--- config.mk ---
export PLATFORM = sky130hd
export DESIGN_NAME = cu_fsm
export DESIGN_NICKNAME = d
export VERILOG_FILES = /design/src/rtl/cu_fsm.sv
export SDC_FILE = /design/constraint.sdc
export NUM_CORES = 1
export LEC_CHECK = 0
export ABC_AREA = 1
export CAP_MARGIN = 20
export CORE_AREA = 4 4 41 43
export DETAILED_ROUTE_END_ITERATION = 8
export DIE_AREA = 0 0 45 47
export PLACE_DENSITY = 0.74
export REMOVE_ABC_BUFFERS = 1
export SLEW_MARGIN = 20
export SYNTH_ARGS = -nofsm -noshare
export SYNTH_HDL_FRONTEND = slang
export SYNTH_SLANG_ARGS = --single-unit
--- constraint.sdc ---
create_clock -name CLK -period 2.1 [get_ports CLK]
set_clock_uncertainty 0.1 [all_clocks]
set_input_delay 0.42 -clock CLK [delete_from_list [all_inputs] [get_ports CLK]]
set_output_delay 0.42 -clock CLK [all_outputs]
set_load 0.02 [all_outputs]
--- src/rtl/cu_fsm.sv ---
`default_nettype none
// +------------------------------------------------------------------+
// | cu_fsm : multicycle control-unit FSM for the Otter RV32I core      |
// |          (fetch, execute, load writeback, interrupt entry)         |
// | Revision: 1.0                                                      |
// +------------------------------------------------------------------+
module cu_fsm #(
    parameter int MEM_LAT = 0,
    parameter int CNT_W   = 4
) (
    input  logic       CLK,
    input  logic       RST_N,
    input  logic [6:0] CU_OPCODE,
    input  logic [2:0] FUNC3,
    input  logic       INTR,
    input  logic       MIE,
    output logic       PC_RST,
    output logic       PC_WRITE,
    output logic       REG_WRITE,
    output logic       MEM_RDEN1,
    output logic       MEM_RDEN2,
    output logic       MEM_WE2,
    output logic       CSR_WE,
    output logic       MRET_EXEC,
    output logic       INT_TAKEN
);

    localparam logic [CNT_W-1:0] LAT = CNT_W'(MEM_LAT);

    localparam logic [6:0] OPC_LOAD   = 7'b0000011;
    localparam logic [6:0] OPC_STORE  = 7'b0100011;
    localparam logic [6:0] OPC_BRANCH = 7'b1100011;
    localparam logic [6:0] OPC_LUI    = 7'b0110111;
    localparam logic [6:0] OPC_AUIPC  = 7'b0010111;
    localparam logic [6:0] OPC_JAL    = 7'b1101111;
    localparam logic [6:0] OPC_JALR   = 7'b1100111;
    localparam logic [6:0] OPC_OP     = 7'b0110011;
    localparam logic [6:0] OPC_OPIMM  = 7'b0010011;
    localparam logic [6:0] OPC_SYSTEM = 7'b1110011;

    typedef enum logic [2:0] {
        ST_INIT  = 3'd0,
        ST_FETCH = 3'd1,
        ST_EXEC  = 3'd2,
        ST_WB    = 3'd3,
        ST_INTR  = 3'd4
    } state_t;

    state_t           state;
    state_t           next_state;
    logic [CNT_W-1:0] cnt;
    logic             cnt_done;
    logic             pending;
    logic             instr_end;

    assign cnt_done = (cnt == LAT);

    always_ff @(posedge CLK or negedge RST_N) begin
        if (!RST_N) begin
            state   <= ST_INIT;
            cnt     <= '0;
            pending <= 1'b0;
        end else begin
            state <= next_state;
            // Counter only runs while waiting on memory; any state change restarts it.
            if (next_state != state) begin
                cnt <= '0;
            end else if ((state == ST_FETCH || state == ST_WB) && !cnt_done) begin
                cnt <= cnt + 1'b1;
            end
            // Entry into interrupt service wins over a request in the same cycle.
            if (next_state == ST_INTR) begin
                pending <= 1'b0;
            end else if (INTR) begin
                pending <= 1'b1;
            end
        end
    end

    always_comb begin
        next_state = state;
        instr_end  = 1'b0;
        PC_RST     = 1'b0;
        PC_WRITE   = 1'b0;
        REG_WRITE  = 1'b0;
        MEM_RDEN1  = 1'b0;
        MEM_RDEN2  = 1'b0;
        MEM_WE2    = 1'b0;
        CSR_WE     = 1'b0;
        MRET_EXEC  = 1'b0;
        INT_TAKEN  = 1'b0;

        case (state)
            ST_INIT: begin
                PC_RST     = 1'b1;
                next_state = ST_FETCH;
            end
            ST_FETCH: begin
                MEM_RDEN1 = 1'b1;
                if (cnt_done) begin
                    next_state = ST_EXEC;
                end
            end
            ST_EXEC: begin
                instr_end = 1'b1;
                PC_WRITE  = 1'b1;
                case (CU_OPCODE)
                    OPC_LOAD: begin
                        instr_end  = 1'b0;
                        PC_WRITE   = 1'b0;
                        MEM_RDEN2  = 1'b1;
                        next_state = ST_WB;
                    end
                    OPC_STORE: MEM_WE2 = 1'b1;
                    OPC_BRANCH: ;
                    OPC_LUI, OPC_AUIPC, OPC_JAL, OPC_JALR, OPC_OP, OPC_OPIMM:
                        REG_WRITE = 1'b1;
                    OPC_SYSTEM: begin
                        if (FUNC3 == 3'b001) begin
                            CSR_WE    = 1'b1;
                            REG_WRITE = 1'b1;
                        end else if (FUNC3 == 3'b000) begin
                            MRET_EXEC = 1'b1;
                        end
                    end
                    default: ;
                endcase
            end
            ST_WB: begin
                MEM_RDEN2 = 1'b1;
                if (cnt_done) begin
                    REG_WRITE = 1'b1;
                    PC_WRITE  = 1'b1;
                    instr_end = 1'b1;
                end
            end
            ST_INTR: begin
                INT_TAKEN  = 1'b1;
                PC_WRITE   = 1'b1;
                next_state = ST_FETCH;
            end
            default: next_state = ST_INIT;
        endcase

        // Interrupts are only taken on an instruction boundary.
        if (instr_end) begin
            next_state = ((pending | INTR) & MIE) ? ST_INTR : ST_FETCH;
        end
    end

endmodule
`default_nettype wire

# After elaboration in Yosys (flattened, before gate mapping)

Index checks and enable logic that the tools add are counted.

Register bits after elaboration: 8
Input bits: 14
Output and inout bits: 9
Logic and storage cells: 61

$add $sub $neg: 1
Eq/ne operators: 16
Mux-type cells: 29
Bitwise gates (word level): 2
Reductions and logical operators: 10

Operators by type and width:

| kind                                                                  | count |
|---|---|
| 7-bit by 6-bit equality test with 1-bit output, second input constant | 3 |
| 7-bit equality test, second input constant                            | 3 |
| 1-bit two-way mux                                                     | 17 |
| 7-bit by 5-bit equality test with 1-bit output, second input constant | 2 |
| 3-bit two-way mux                                                     | 4 |
| 3-bit one-hot mux with 4 select lines                                 | 1 |
| 4-bit two-way mux                                                     | 2 |
| 1-bit one-hot mux with 2 select lines                                 | 4 |
| 7-bit by 2-bit equality test with 1-bit output, second input constant | 1 |
| 3-bit by 1-bit equality test with 1-bit output, second input constant | 2 |
| 3-bit by 2-bit equality test with 1-bit output, second input constant | 2 |
| 3-bit equality test, second input constant                            | 2 |
| 3-bit logical NOT                                                     | 2 |
| 6-bit OR reduction                                                    | 1 |
| 4-bit by 1-bit adder with 4-bit output, second input constant         | 1 |
| 4-bit logical NOT                                                     | 1 |
| 2-bit nonzero test                                                    | 2 |
| 3-bit != test                                                         | 1 |
| 1-bit one-hot mux with 3 select lines                                 | 1 |
| 2-bit OR reduction                                                    | 1 |
| 1-bit bitwise AND                                                     | 1 |
| 1-bit logical AND                                                     | 1 |
| 1-bit logical NOT                                                     | 1 |
| 1-bit logical OR                                                      | 1 |
| 1-bit OR                                                              | 1 |

# Longest topological paths before layout

Gate-level depths: netlist of the first run.

Word-level depth: 6
Gate-level depth with buffers: 9
Depth with buffers taken out: 9

# Worst setup path after synthesis of the first run

OpenSTA, ideal clock, no wires.

Kind: register -> output
Start: reg state[2]
End: out MEM_WE2
Arrival time: 1178 ps
Required time: 1580 ps
Path slack: 402 ps
Cell stages (with the launch flop): 6
Path buffers: 0
Path through: dfrtp_1 inv_2 nand2_2 nor2_2 inv_2 nor4_2

Word-level cells in the longest chain between the ends: 2

RTL lines:

| item                                           | RTL line | source |
|---|---|---|
| from (decl)                                    | 49       | `state_t state;` |
| from (signal assigned)                         | 64       | `state <= next_state;` |
| 3-bit by 2-bit equality test with 1-bit output | 93       | `case (state)` |
| 1-bit two-way mux                              | 93       |  |
| to (decl)                                      | 22       | `output logic MEM_WE2,` |

Every way passes these cells.

# Worst setup path after layout of the first run

Start: in FUNC3[1]
End: out MRET_EXEC

Word-level cells in the longest chain between the ends: 5
Elaborated cells on any way between the ends: 6
Classes of those cells: 1 x eq/ne; 4 x mux; 1 x reduce/logical

RTL lines:

| item                | RTL line | source |
|---|---|---|
| from (decl)         | 14       | `input logic [2:0] FUNC3,` |
| 3-bit logical NOT   | 122      | `end else if (FUNC3 == 3'b000) begin` |
| 1-bit two-way mux   | 122      |  |
| 1-bit two-way mux * | 119      | `if (FUNC3 == 3'b001) begin` |
| 1-bit two-way mux * | 107      | `case (CU_OPCODE)` |
| 1-bit two-way mux * | 93       |  |
| to (decl)           | 24       | `output logic MRET_EXEC,` |

Every way passes the cells marked *; elsewhere a longest branch is shown, timed or not.

==> run_results.csv, run 1 <==
group,metric,value,unit
setup_path,crit_path_max_fanout,2,
clock_tree,cts_htree_levels,1,
global_routing,grt_pass1_wl,2242,um
yosys,yosysWarnings,0,
clock_tree,cts-root-buf,"clkbuf_4",
routing,routedWlPerCell,10.93,um
setup_path,critical_path_buf_inv_count,3,
placed_design,port_buffers,22,
clock_tree,cts_tree,"done",
clock_tree,clock_insertion_delay_worst_skew,0.25,ns
timing,period_share,96.33,%
routing,initialDrtViolationCount,23,
setup_path,cp-end-kind,"output port",
timing,final_max_slew_viol_count,0,
routing,wl_met2,811,um
finish,final_nets,143,
floorplanning,die_h,47,um
yosys,synth_cell_types,19,
setup_path,critical-path-slowest-cell,"clkdlybuf4s50_1",
clock_tree,hold_buffers,0,
setup_path,cp_top_family,"buffers and inverters",
power_and_ir_drop,p_leak,0.5265,nW
finish,fin_util,74.23,%
yosys,synth_area_leaders,"dfrtp_1 36%, nor2_1 13%, nand2_1 10%, inv_1 6.7%, nand3_1 6.3%",
placed_design,place_inst,135,
floorplanning,fp-row-count,13,
setup_path,r2r_setup_slack,0.64,ns
clock_tree,cts_made_buffers,3,
timing,grt_setup_unrepaired,"false",
floorplanning,die_w,45,um
setup_path,path_cells,"clkdlybuf4s50_1 -> nor2_2 -> buf_4 -> nand3b_1 -> nor2_1 -> clkdlybuf4s15_2",
routing,wl_met1,571,um
clock_tree,clkTransAtPathRegs,0.05,ns
timing,worstMarginPinSlew,0.3450,ns
setup_path,r2r-end,"state[0]",
setup_path,worstRegToRegCells,11,
power_and_ir_drop,powerDensity,983.5,mW/mm^2
outcome,outcome,"completed",
routing,dr_wl_met3,132,um
finish,num_antenna_cells,0,
placed_design,gp_congestion,0.8804,
setup_path,critical_path_class,"input port to output port",
yosys,synth-seq-cells,8,
routing,vias,673,
setup_path,crit_path_start_kind,"input port",
global_routing,overflow,0,
global_routing,grt_pass1_vias,575,
timing,whs,0.3443,ns
setup_path,arrival,1.50,ns
yosys,synth-seq-area-share,35.96,%
finish,final_cells,140,
clock_tree,cts_sinks,8,
hold_path,hold_class,"input port to async pin",
timing,relSlewSlack,76.93,%
floorplanning,num_io_pins,23,
run,maxCapViolations,0,
timing,fmax,494.3,MHz
finish,area_delta_synth_final,73.48,%
setup_path,rr_startpoint,"cnt[0]",
routing,drt-pass1-iter-count,4,
routing,top_layer_used,"met4",
global_routing,antenna_found_initial,0,
routing,post-route-drc-count,0,
floorplanning,initial_utilization,42.79,%
floorplanning,dieArea,0.002115,mm^2
timing,hold_viol,0,
finish,drive_gt1_share,38.40,%
routing,routed_wirelength,1530,um
routing,viasPerCell,4.807,
power_and_ir_drop,ir_drop,740.2,uV
setup_path,cpPeakStageDelay,0.41,ns
routing,postRouteAntennaNets,0,
yosys,synth.cell_area,556.8,um^2
yosys,yosysTopAreaCellShare,35.96,%
yosys,yosysTopAreaCell,"dfrtp_1",
placed_design,dpl.hpwl,1187,um
timing,fin_crit,2.023,ns
timing,setup_viol_count_final,0,
global_routing,grt_max_degree,9,
clock_tree,clockBufferDepth,2,
floorplanning,core_area,0.001301,mm^2
global_routing,grt_util_all_layers,14.68,%
yosys,syn_area_per_cell,6.874,um^2
setup_path,required,1.58,ns
finish,final_cell_mix,"19 x buf_4, 17 x nor2_1, 12 x nand2_1",
finish,layout_commonest_cell,"buf_4",
yosys,synthCells,81,
-- routing by layer --
metal	vias up	track usage [%]
met2	30	27.68
met5	-	0
met4	0	7.018
li1	340	-
met3	2	3.065
met1	301	15.46
-- how the worst max path moves through the flow --
stage | from | endpoint | slack (ns) | depth (start not counted)
after global routing | state[2] | MRET_EXEC | 0.002 | 7
after floorplan | state[2] | MEM_WE2 | 0.40 | 5
final | FUNC3[1] | MRET_EXEC | 0.08 | 6
after CTS | CU_OPCODE[1] | PC_WRITE | 0.003 | 9
after global placement | CU_OPCODE[1] | REG_WRITE | -0.43 | 8
after detailed placement | CU_OPCODE[0] | REG_WRITE | -0.48 | 8
-- kinds of logic (layout without fill, tap and decap cells) --
logic type                 after synthesis  count (layout)  synth area share [%]
AOI/OAI and AO/OA                        7               7                 6.967
xor gates and xnor gates                 2               2                 3.147
adders and majority gates                2               2                 4.494
buffers and inverters                   13              57                 8.765
DFF                                      8               8                 35.95
and+or+nand+nor                         49              49                 40.67
-- synth_stat cells (all sizes together) --
| cell | n |
|---|---|
| nor2 | 22 |
| nand3b | 1 |
| a21oi | 2 |
| o21ai | 3 |
| nor4 | 1 |
| nand2 | 17 |
| xnor2 | 1 |
| ha | 2 |
| o21a | 1 |
| inv | 13 |
| xor2 | 1 |
| dfrtp | 8 |
| o22ai | 1 |
| nand3 | 8 |
-- stage by stage --
stage	TNS [ns]	area (um^2)	worst slack, ns	power, mW
floorplan	0	556.8	0.4023	0.5246
global placement	-2.269	923.4	-0.4344	0.8212
detailed placement	-2.426	923.4	-0.4849	0.8301
CTS	0	940.9	0.002753	0.9308
global route	0	965.9	0.002151	1.025
finish	0	965.9	0.07705	0.9500
-- sequential cells by signal, indices dropped and copies added, names as in the netlist --
register,count
state,3
pending,1
cnt,4
-- layout make-up --
class	count	area [um^2]
inverters	13	48.80
repair buffers	41	344.1
flip-flops and latches	8	200.2
multi-input cells	60	331.6
fillers	102	335.3
well taps	15	18.77
clock buffers	3	22.52
-- power by group --
part           internal [mW]  switching, mW  total (mW)
logic                  0.294          0.317       0.611
clock network         0.0649         0.0453       0.110
registers              0.191         0.0375       0.229
-- what timing repair did --
item | CTS | global route
buffers inserted | 1 | 1
pin swaps | 2 | 5
endpoints found under the setup margin | 9 | 6
gates resized for setup | 35 | 14
Power figures use the tool's default switching activity.
==> inputs of run 2 (changes only) <==
Settings changed: CORE_AREA 4 4 41 43 to not set, CORE_MARGIN set to 4, CORE_UTILIZATION set to 40, DIE_AREA 0 0 45 47 to not set, HOLD_SLACK_MARGIN set to 0.08, PLACE_DENSITY 0.74 to 0.72.
Clock period 2.1 ns to 2.3 ns, I/O delays scaled along.
==> run 2 against run 1 <==
- global-route usage up 0.41 points
- sequential power down 8%
- clock power about the same
- worst setup slack worse by 0.0023 ns
==> run_results.csv, run 2 (synthesized netlist as in run 1, its figures left out) <==
group,metric,value,unit
setup_path,crit_path_frequent_cell,"nor2_1",
finish,drive_gt1_share,28.07,%
setup_path,cp-end-kind,"output port",
setup_path,critical-path-slowest-cell,"clkdlybuf4s50_1",
global_routing,grt_pass1_vias,561,
timing,whs,0.3769,ns
setup_path,required,1.74,ns
power_and_ir_drop,pwr-share-seq,26.8,%
clock_tree,clock_insertion_delay_worst_skew,0.26,ns
timing,fmax,449.4,MHz
timing,fin_crit,2.225,ns
floorplanning,die_w,45.31,um
global_routing,grt_util_all_layers,15.09,%
routing,initialDrtViolationCount,13,
setup_path,arrival,1.67,ns
finish,fillers,125,
finish,final_nets,132,
clock_tree,post_cts_buffers,0,
power_and_ir_drop,swShare,44.84,%
routing,viasPerCell,4.729,
power_and_ir_drop,powerDensity,913.2,mW/mm^2
finish,fin_util,66.35,%
setup_path,endpoint,"PC_RST",
floorplanning,dieArea,0.002053,mm^2
timing,final_max_slew_viol_count,0,
routing,postRouteAntennaNets,0,
routing,drt-pass1-iter-count,4,
clock_tree,hold_buffers,0,
routing,vias,610,
floorplanning,num_io_pins,23,
finish,largest_reg_flops,4,
placed_design,dpl.hpwl,1123,um
timing,period_share,96.75,%
finish,num_antenna_cells,0,
clock_tree,cts_tree,"done",
timing,hold_viol,0,
setup_path,critical_path_class,"flop to output port",
clock_tree,clkTransAtPathRegs,0.05,ns
setup_path,crit_path_max_fanout,5,
outcome,outcome,"completed",
setup_path,r2r-end,"state[0]",
global_routing,grt_max_degree,9,
global_routing,grt_pass1_wl,2166,um
power_and_ir_drop,p_int,434.9,uW
power_and_ir_drop,ir_drop,694.2,uV
setup_path,path_cells,"nor2_1 -> inv_1 -> nor2_1 -> clkdlybuf4s50_1",
finish,reg_top3,"cnt: 4 flops, state: 3 flops, pending: 1 flops",
finish,multi_input_area,320.3,um^2
global_routing,overflow,0,
timing,relSlewSlack,75.86,%
finish,final_cell_mix,"19 x nor2_1, 15 x clkdlybuf4s50_1, 13 x nand2_1",
floorplanning,fp-row-count,13,
placed_design,port_buffers,22,
floorplanning,initial_utilization,42.79,%
finish,largest_register,"cnt",
setup_path,critPathLaunch,"state[0]",
placed_design,place_ws,-0.3519,ns
clock_tree,cts-root-buf,"clkbuf_4",
power_and_ir_drop,p_comb_share,59.5,%
routing,post-route-drc-count,0,
clock_tree,cts_sinks,8,
finish,regArea,200.2,um^2
placed_design,placed_area,855.8,um^2
power_and_ir_drop,p_leak,0.4380,nW
setup_path,crit_path_start_kind,"flop",
hold_path,hold_class,"input port to async pin",
clock_tree,cts_htree_levels,1,
timing,layout_setup_ws,0.07476,ns
finish,fin_area,863.3,um^2
routing,routed_wirelength,1357,um
timing,setup_viol_count_final,0,
setup_path,cpPeakStageDelay,0.60,ns
placed_design,gp_congestion,0.8780,
floorplanning,die_h,45.31,um
power_and_ir_drop,totalPowerFinal,788.4,uW
timing,worstMarginPinSlew,0.3610,ns
floorplanning,core_area,0.001301,mm^2
run,maxCapViolations,0,
clock_tree,cts_made_buffers,3,
routing,routedWlPerCell,10.52,um
finish,layout_commonest_cell,"nor2_1",
setup_path,rr_startpoint,"cnt[0]",
power_and_ir_drop,pwr-share-clk,13.7,%
global_routing,antenna_found_initial,0,
power_and_ir_drop,p_sw,353.5,uW
clock_tree,clockBufferDepth,2,
setup_path,worstRegToRegCells,10,
setup_path,r2r_setup_slack,0.90,ns
finish,area_delta_synth_final,55.06,%
run 2: changes by cell type in the layout (fill, tap and decap cells not counted), sizes merged:
cell and change:
buf -14, clkdlybuf4s50 +9, dlygate4sd2 -7, clkbuf +4, dlymetal6s2s -2, clkdlybuf4s15 -1
run 2: critical path, delay by kind of cell, from the launching register on:
family	cells	cell delay, ns
buf+inv	2	0.69
simple gates	2	0.27
flops	1	0.45
run 2: power by group through the flow:
stage / Combinational, mW / Clock [mW] / Sequential [mW]
finish: 0.469 / 0.108 / 0.211
global route: 0.519 / 0.119 / 0.217
CTS: 0.467 / 0.113 / 0.207
detailed placement: 0.492 / 0 / 0.210
global placement: 0.484 / 0 / 0.208
floorplan: 0.275 / 0 / 0.204
run 2: worst min path at each step:
stage,start,endpoint,cells after the start
after CTS,RST_N,cnt[3],1
final,RST_N,cnt[2],1
after detailed placement,cnt[0],cnt[0],1
after global routing,RST_N,cnt[3],1
after floorplan,RST_N,cnt[0],0
after global placement,cnt[0],cnt[0],1
run 2: stage by stage:
stage	TNS, ns	std cells
2_1_floorplan	0	81
3_3_place_gp	-1.580	126
3_5_place_dp	-1.620	126
4_1_cts	0	129
5_1_grt	-0.01071	129
6_report	0	129
run 2: routing by layer:
layer | track usage (%) | vias up | share of wire [%]
met3 | 3.586 | 5 | 8.9
met4 | 10.53 | 0 | 2.7
met1 | 15.93 | 268 | 39
met5 | 0 | - | 0
li1 | - | 319 | -
met2 | 25.99 | 18 | 49
run 2: cell type report:
cell class,count,share of cell area [%]
timing repair buffer,30,29.28
inverter,13,5.652
tap,15,2.174
sequential,8,23.19
clock buffer,3,2.609
multi-input combinational,60,37.10
run 2: repair_timing:
| action | CTS | global route |
|---|---|---|
| endpoints found under the setup margin | 6 | 7 |
| resized for setup | 15 | 15 |
| pin swaps | 0 | 1 |
==> inputs of run 3 (changes only) <==
Settings changed: CAP_MARGIN 20 to 10, CELL_PAD_IN_SITES_DETAIL_PLACEMENT set to 1, CELL_PAD_IN_SITES_GLOBAL_PLACEMENT set to 1, CORE_UTILIZATION 40 to 27, PLACE_DENSITY 0.72 to 0.71.
==> run 3 against run 2 <==
- total power grew 0.73%
- non-clock buffer count is 4 higher
- hold slack better by 0.015 ns
- global-route usage decreased by 2.0 points
- largest power group unchanged
- utilization down 20 points
- sequential power is essentially flat
- flip-flop and latch count unchanged
- cell count is 12% higher
- critical path depth is 6 higher
==> run_results.csv, run 3 (synthesized netlist as in run 1, its figures left out) <==
group,metric,value,unit
setup_path,path_cells,"clkdlybuf4s50_1 -> inv_1 -> nand2_2 -> nor2_4 -> nand2_1 -> nand2_1 -> nand2_2 -> inv_2 -> o21ai_0 -> buf_2",
placed_design,port_buffers,22,
power_and_ir_drop,powerDensity,869.5,mW/mm^2
routing,viasPerCell,4.331,
finish,final_nets,136,
setup_path,r2r_setup_slack,0.88,ns
finish,final_cell_mix,"18 x nor2_1, 14 x nand2_1, 13 x buf_4",
routing,vias,628,
floorplanning,dieArea,0.002853,mm^2
clock_tree,clkTransAtPathRegs,0.06,ns
timing,period_share,95.69,%
routing,initialDrtViolationCount,3,
clock_tree,cts_htree_levels,1,
timing,fin_crit,2.201,ns
timing,hold_viol,0,
global_routing,antenna_found_initial,0,
placed_design,gp_congestion,0.8117,
setup_path,cpPeakStageDelay,0.43,ns
floorplanning,core_area,0.001962,mm^2
clock_tree,hold_buffers,0,
outcome,outcome,"completed",
clock_tree,clockBufferDepth,2,
setup_path,critical_path_class,"input port to output port",
global_routing,overflow,0,
setup_path,worstRegToRegCells,10,
floorplanning,die_h,53.41,um
timing,relSlewSlack,74.98,%
clock_tree,cts-root-buf,"clkbuf_4",
clock_tree,cts_made_buffers,3,
setup_path,r2r-end,"state[0]",
finish,largest_reg_flops,4,
finish,drive_gt1_share,30.51,%
hold_path,hold_class,"input port to async pin",
run,maxCapViolations,0,
setup_path,cp-end-kind,"output port",
timing,final_max_slew_viol_count,0,
finish,reg_top3,"cnt: 4 flops, state: 3 flops, pending: 1 flops",
clock_tree,cts_sinks,8,
floorplanning,num_io_pins,23,
finish,fin_util,46.56,%
clock_tree,clock_insertion_delay_worst_skew,0.25,ns
setup_path,cp_top_family,"buffers and inverters",
global_routing,grt_max_degree,9,
power_and_ir_drop,p_leak,0.4900,nW
finish,num_antenna_cells,0,
routing,routed_wirelength,1631,um
clock_tree,cts_tree,"done",
timing,worstMarginPinSlew,0.3741,ns
floorplanning,fp-row-count,16,
setup_path,rr_startpoint,"cnt[1]",
routing,post-route-drc-count,0,
global_routing,grt_pass1_vias,662,
finish,area_delta_synth_final,64.04,%
power_and_ir_drop,ir_drop,364.2,uV
floorplanning,initial_utilization,28.38,%
timing,setup_viol_count_final,0,
finish,layout_commonest_cell,"nor2_1",
floorplanning,die_w,53.41,um
routing,drt-pass1-iter-count,2,
setup_path,crit_path_start_kind,"input port",
global_routing,grt_pass1_wl,2780,um
routing,routedWlPerCell,11.25,um
timing,fmax,454.4,MHz
power_and_ir_drop,totalPowerFinal,794.1,uW
setup_path,critical-path-slowest-cell,"clkdlybuf4s50_1",
timing,grt_setup_unrepaired,"false",
setup_path,required,1.74,ns
routing,postRouteAntennaNets,0,
global_routing,grt_util_all_layers,13.14,%
setup_path,crit_path_max_fanout,3,
finish,largest_register,"cnt",
placed_design,dpl.hpwl,1447,um
setup_path,critical_path_buf_inv_count,4,
setup_path,arrival,1.64,ns
## run 3: metal layers
layer,vias up,part of all wire [%],global-route usage [%]
met5,-,0,0
met4,0,0,2.553
met1,290,42,15.42
met2,14,54,24.29
met3,0,4.0,2.535
li1,324,-,-
## run 3: through the flow
stage	setup TNS (ns)	setup slack (ns)	hold slack (ns)	instance area (um^2)	instances
detailed placement	-1.960	-0.3957	0.4267	885.9	140
finish	0	0.09917	0.3919	913.4	145
CTS	0	0.01030	0.3958	903.4	143
global route	0	0.002388	0.4177	913.4	145
global placement	-1.693	-0.3184	0.4060	885.9	140
floorplan	0	0.5623	0.06441	556.8	81
## run 3: worst max-delay path by stage
stage                             from  endpoint  depth (start not counted)  slack [ns]
after floorplan               state[2]   MEM_WE2                          5        0.56
after global placement    CU_OPCODE[5]  PC_WRITE                         10       -0.32
after detailed placement  CU_OPCODE[5]  PC_WRITE                         10       -0.40
after CTS                 CU_OPCODE[1]   MEM_WE2                          6        0.01
after global routing      CU_OPCODE[3]  PC_WRITE                         10       0.002
final                     CU_OPCODE[3]  PC_WRITE                         10         0.1
## run 3: cell type report
type	count	area [um^2]
timing repair buffer	34	292.8
tap	27	33.78
clock buffer	3	22.52
multi-input combinational	60	315.3
sequential	8	200.2
inverter	13	48.80
fill	280	1049
## run 3: power by group
part | switching (mW) | leakage [nW] | internal, mW | total, mW
clock network | 0.0457 | 0.0138 | 0.0596 | 0.105
registers | 0.0339 | 0.104 | 0.175 | 0.208
logic | 0.278 | 0.372 | 0.202 | 0.480
## run 3: timing repair
item,4_1_cts,5_1_grt
setup endpoints to repair,6,8
pin swaps,0,2
gates resized for setup,20,15
setup buffers,0,2
## run 3: worst register-to-register path: stages (launching register included)
cell	delay, ns
dfrtp_1	0.39
inv_1	0.07
ha_1	0.13
nand2_1	0.08
nor2_1	0.09
inv_1	0.07
nand2_2	0.08
inv_2	0.04
buf_4	0.13
nand2_1	0.07
nand2_1	0.06
==> edit, RTL diff (config.mk and constraints of run 2) <==
`CNT_W`: 4 -> 6.
--- a/src/rtl/cu_fsm.sv
+++ b/src/rtl/cu_fsm.sv
@@ -7,5 +7,5 @@
 module cu_fsm #(
     parameter int MEM_LAT = 0,
-    parameter int CNT_W   = 4
+    parameter int CNT_W   = 6
 ) (
     input  logic       CLK,
Check against the original RTL: no difference found for any inputs over 10 cycles, from zero or initial values and one cycle with RST_N low; that may be too few to reach the edited logic, so the function may still have changed.
==> edit against run 2 <==
Die area is 22% higher; utilization fell by 3.0 points; count of clock-buffer cells in the layout unchanged; final area up 17%; setup slack got worse by 1.7 ps; power rose by 8.4%; critical endpoint is now REG_WRITE; wire length grew 22%; first-iteration DRC count decreased by 15%; clock power rose by 6%; worst hold slack better by 24 ps; synthesized area increased by 27%; sequential cell count increased by 2.
==> edit: results (changes against run 2) <==
| Metric | Value |
|---|---|
| Fraction of final layout cells with drive strength greater than 1 | `30.7% (was 28.1%)` |
| Static leakage | `0.530 nW (was 0.438 nW)` |
| Worst Setup SP | `CU_OPCODE[4] (was state[0])` |
| Reg2reg setup slack | `840 ps (was 900 ps)` |
| Peak fanout along the critical path | `3 (was 5)` |
| Vias per std cell | `4.62 (was 4.73)` |
| Clock Root Buffer | `sky130_fd_sc_hd__clkbuf_4 (unchanged)` |
| Worst-path clk slew | `60 ps` |
| Outcome | `completed (unchanged)` |
| Hold slack | `401 ps (was 377 ps)` |
| Worst-case vdd ir drop | `0.634 mV (was 0.694 mV)` |
| Cell types with the largest area share after synthesis | `sky130_fd_sc_hd__dfrtp_1 35%, sky130_fd_sc_hd__nand2_1 9.0%, sky130_fd_sc_hd__nor2_1 8.5%, sky130_fd_sc_hd__inv_1 5.3%, sky130_fd_sc_hd__nor2_2 5.3% (was sky130_fd_sc_hd__dfrtp_1 36%, sky130_fd_sc_hd__nor2_1 13%, sky130_fd_sc_hd__nand2_1 10%, sky130_fd_sc_hd__inv_1 6.7%, sky130_fd_sc_hd__nand3_1 6.3%)` |
| Maximum single-stage delay on the critical path | `500 ps (was 600 ps)` |
| Routability Congestion | `0.738 (was 0.878)` |
| Post-synthesis sequential area ratio | `35.5% (was 36.0%)` |
| 1st-iter DRT viols | `11 (was 13)` |
| Most used standard cells in the synthesized netlist | `17 x sky130_fd_sc_hd__nand2_1, 16 x sky130_fd_sc_hd__nor2_1, 10 x sky130_fd_sc_hd__dfrtp_1, 10 x sky130_fd_sc_hd__inv_1 (was 20 x sky130_fd_sc_hd__nor2_1, 15 x sky130_fd_sc_hd__nand2_1, 10 x sky130_fd_sc_hd__inv_1)` |
| HPWL reported at the end of detailed placement | `1.26 mm (was 1.12 mm)` |
| Count of unique library cells instantiated by Yosys | `22 (was 19)` |
| Registers with the most flip-flops | `cnt: 6 flops, state: 3 flops, pending: 1 flops (was cnt: 4 flops, state: 3 flops, pending: 1 flops)` |
| Global-route wire length before repair | `2.67 mm (was 2.17 mm)` |
| Pre-CTS setup slack | `-390 ps (was -352 ps)` |
| Cell Count Post-Placement | `148 (was 126)` |
| Worst path setup slack after routing | `73.1 ps (was 74.8 ps)` |
| Cell count after synthesis | `97 (was 81)` |
| Vias in the first global route | `650 (was 561)` |
| Reg2Reg Depth | `10 (unchanged)` |
| Reg2reg start | `cnt[1] (was cnt[0])` |
| Drt wl/cell | `11.0 µm (was 10.5 µm)` |
| Largest net degree at the start of global routing | `11 (was 9)` |
| Overall Global Routing Usage | `13.6% (was 15.1%)` |
| Slew at the pin closest to its max-slew limit | `431 ps (was 361 ps)` |
| Dpl cell area | `993 µm² (was 856 µm²)` |
| Routed wire length | `1.66 mm (was 1.36 mm)` |
edit: worst register-to-register path: stages, from the launching register on:
cell                      delay, ps
sky130_fd_sc_hd__dfrtp_1        400
sky130_fd_sc_hd__inv_1           60
sky130_fd_sc_hd__ha_1           140
sky130_fd_sc_hd__inv_1           60
sky130_fd_sc_hd__nor2_1         100
sky130_fd_sc_hd__nand3_2        100
sky130_fd_sc_hd__nor2_2         100
sky130_fd_sc_hd__nor2_2          50
sky130_fd_sc_hd__buf_4          130
sky130_fd_sc_hd__nand2_1         50
sky130_fd_sc_hd__nand2_1         40
edit: what timing repair did:
item | CTS | global route
gates resized for setup | 21 | 9
setup endpoints to repair | 6 | 8
pin swaps | 1 | 2
edit: power by group:
part / switching, mW / internal [mW] / total (mW)
logic: 0.288 / 0.201 / 0.489
clock network: 0.0550 / 0.0602 / 0.115
registers: 0.0405 / 0.210 / 0.250
edit: cell families after synthesis:
logic type | synth area share, %
buf+inv | 8.51
simple gates | 45.6
xor+xnor | 1.24
flops | 35.5
fa+ha+maj | 3.55
compound gates | 5.67
edit: per-layer routing:
metal / routed length [µm] / vias up / global-route usage (%)
li1: - / 370 / -
met1: 739 / 305 / 16.2
met2: 802 / 22 / 22.6
met3: 117 / 0 / 3.61
met4: 0 / 0 / 5.53
met5: 0 / - / 0
edit: area by class of cell:
class                           count  area (µm²)
Clock buffer                        3        22.5
Fill cell                         156         584
Inverter                           16        60.1
Multi-Input combinational cell     71         405
Sequential cell                    10         250
Tap cell                           24        30.0
Timing Repair Buffer               27         241
edit: worst max-delay path by stage:
stage,end,depth (start not counted)
finish,REG_WRITE,9
global route,REG_WRITE,8
CTS,CSR_WE,6
detailed placement,MRET_EXEC,6
global placement,MRET_EXEC,6
floorplan,MEM_WE2,5
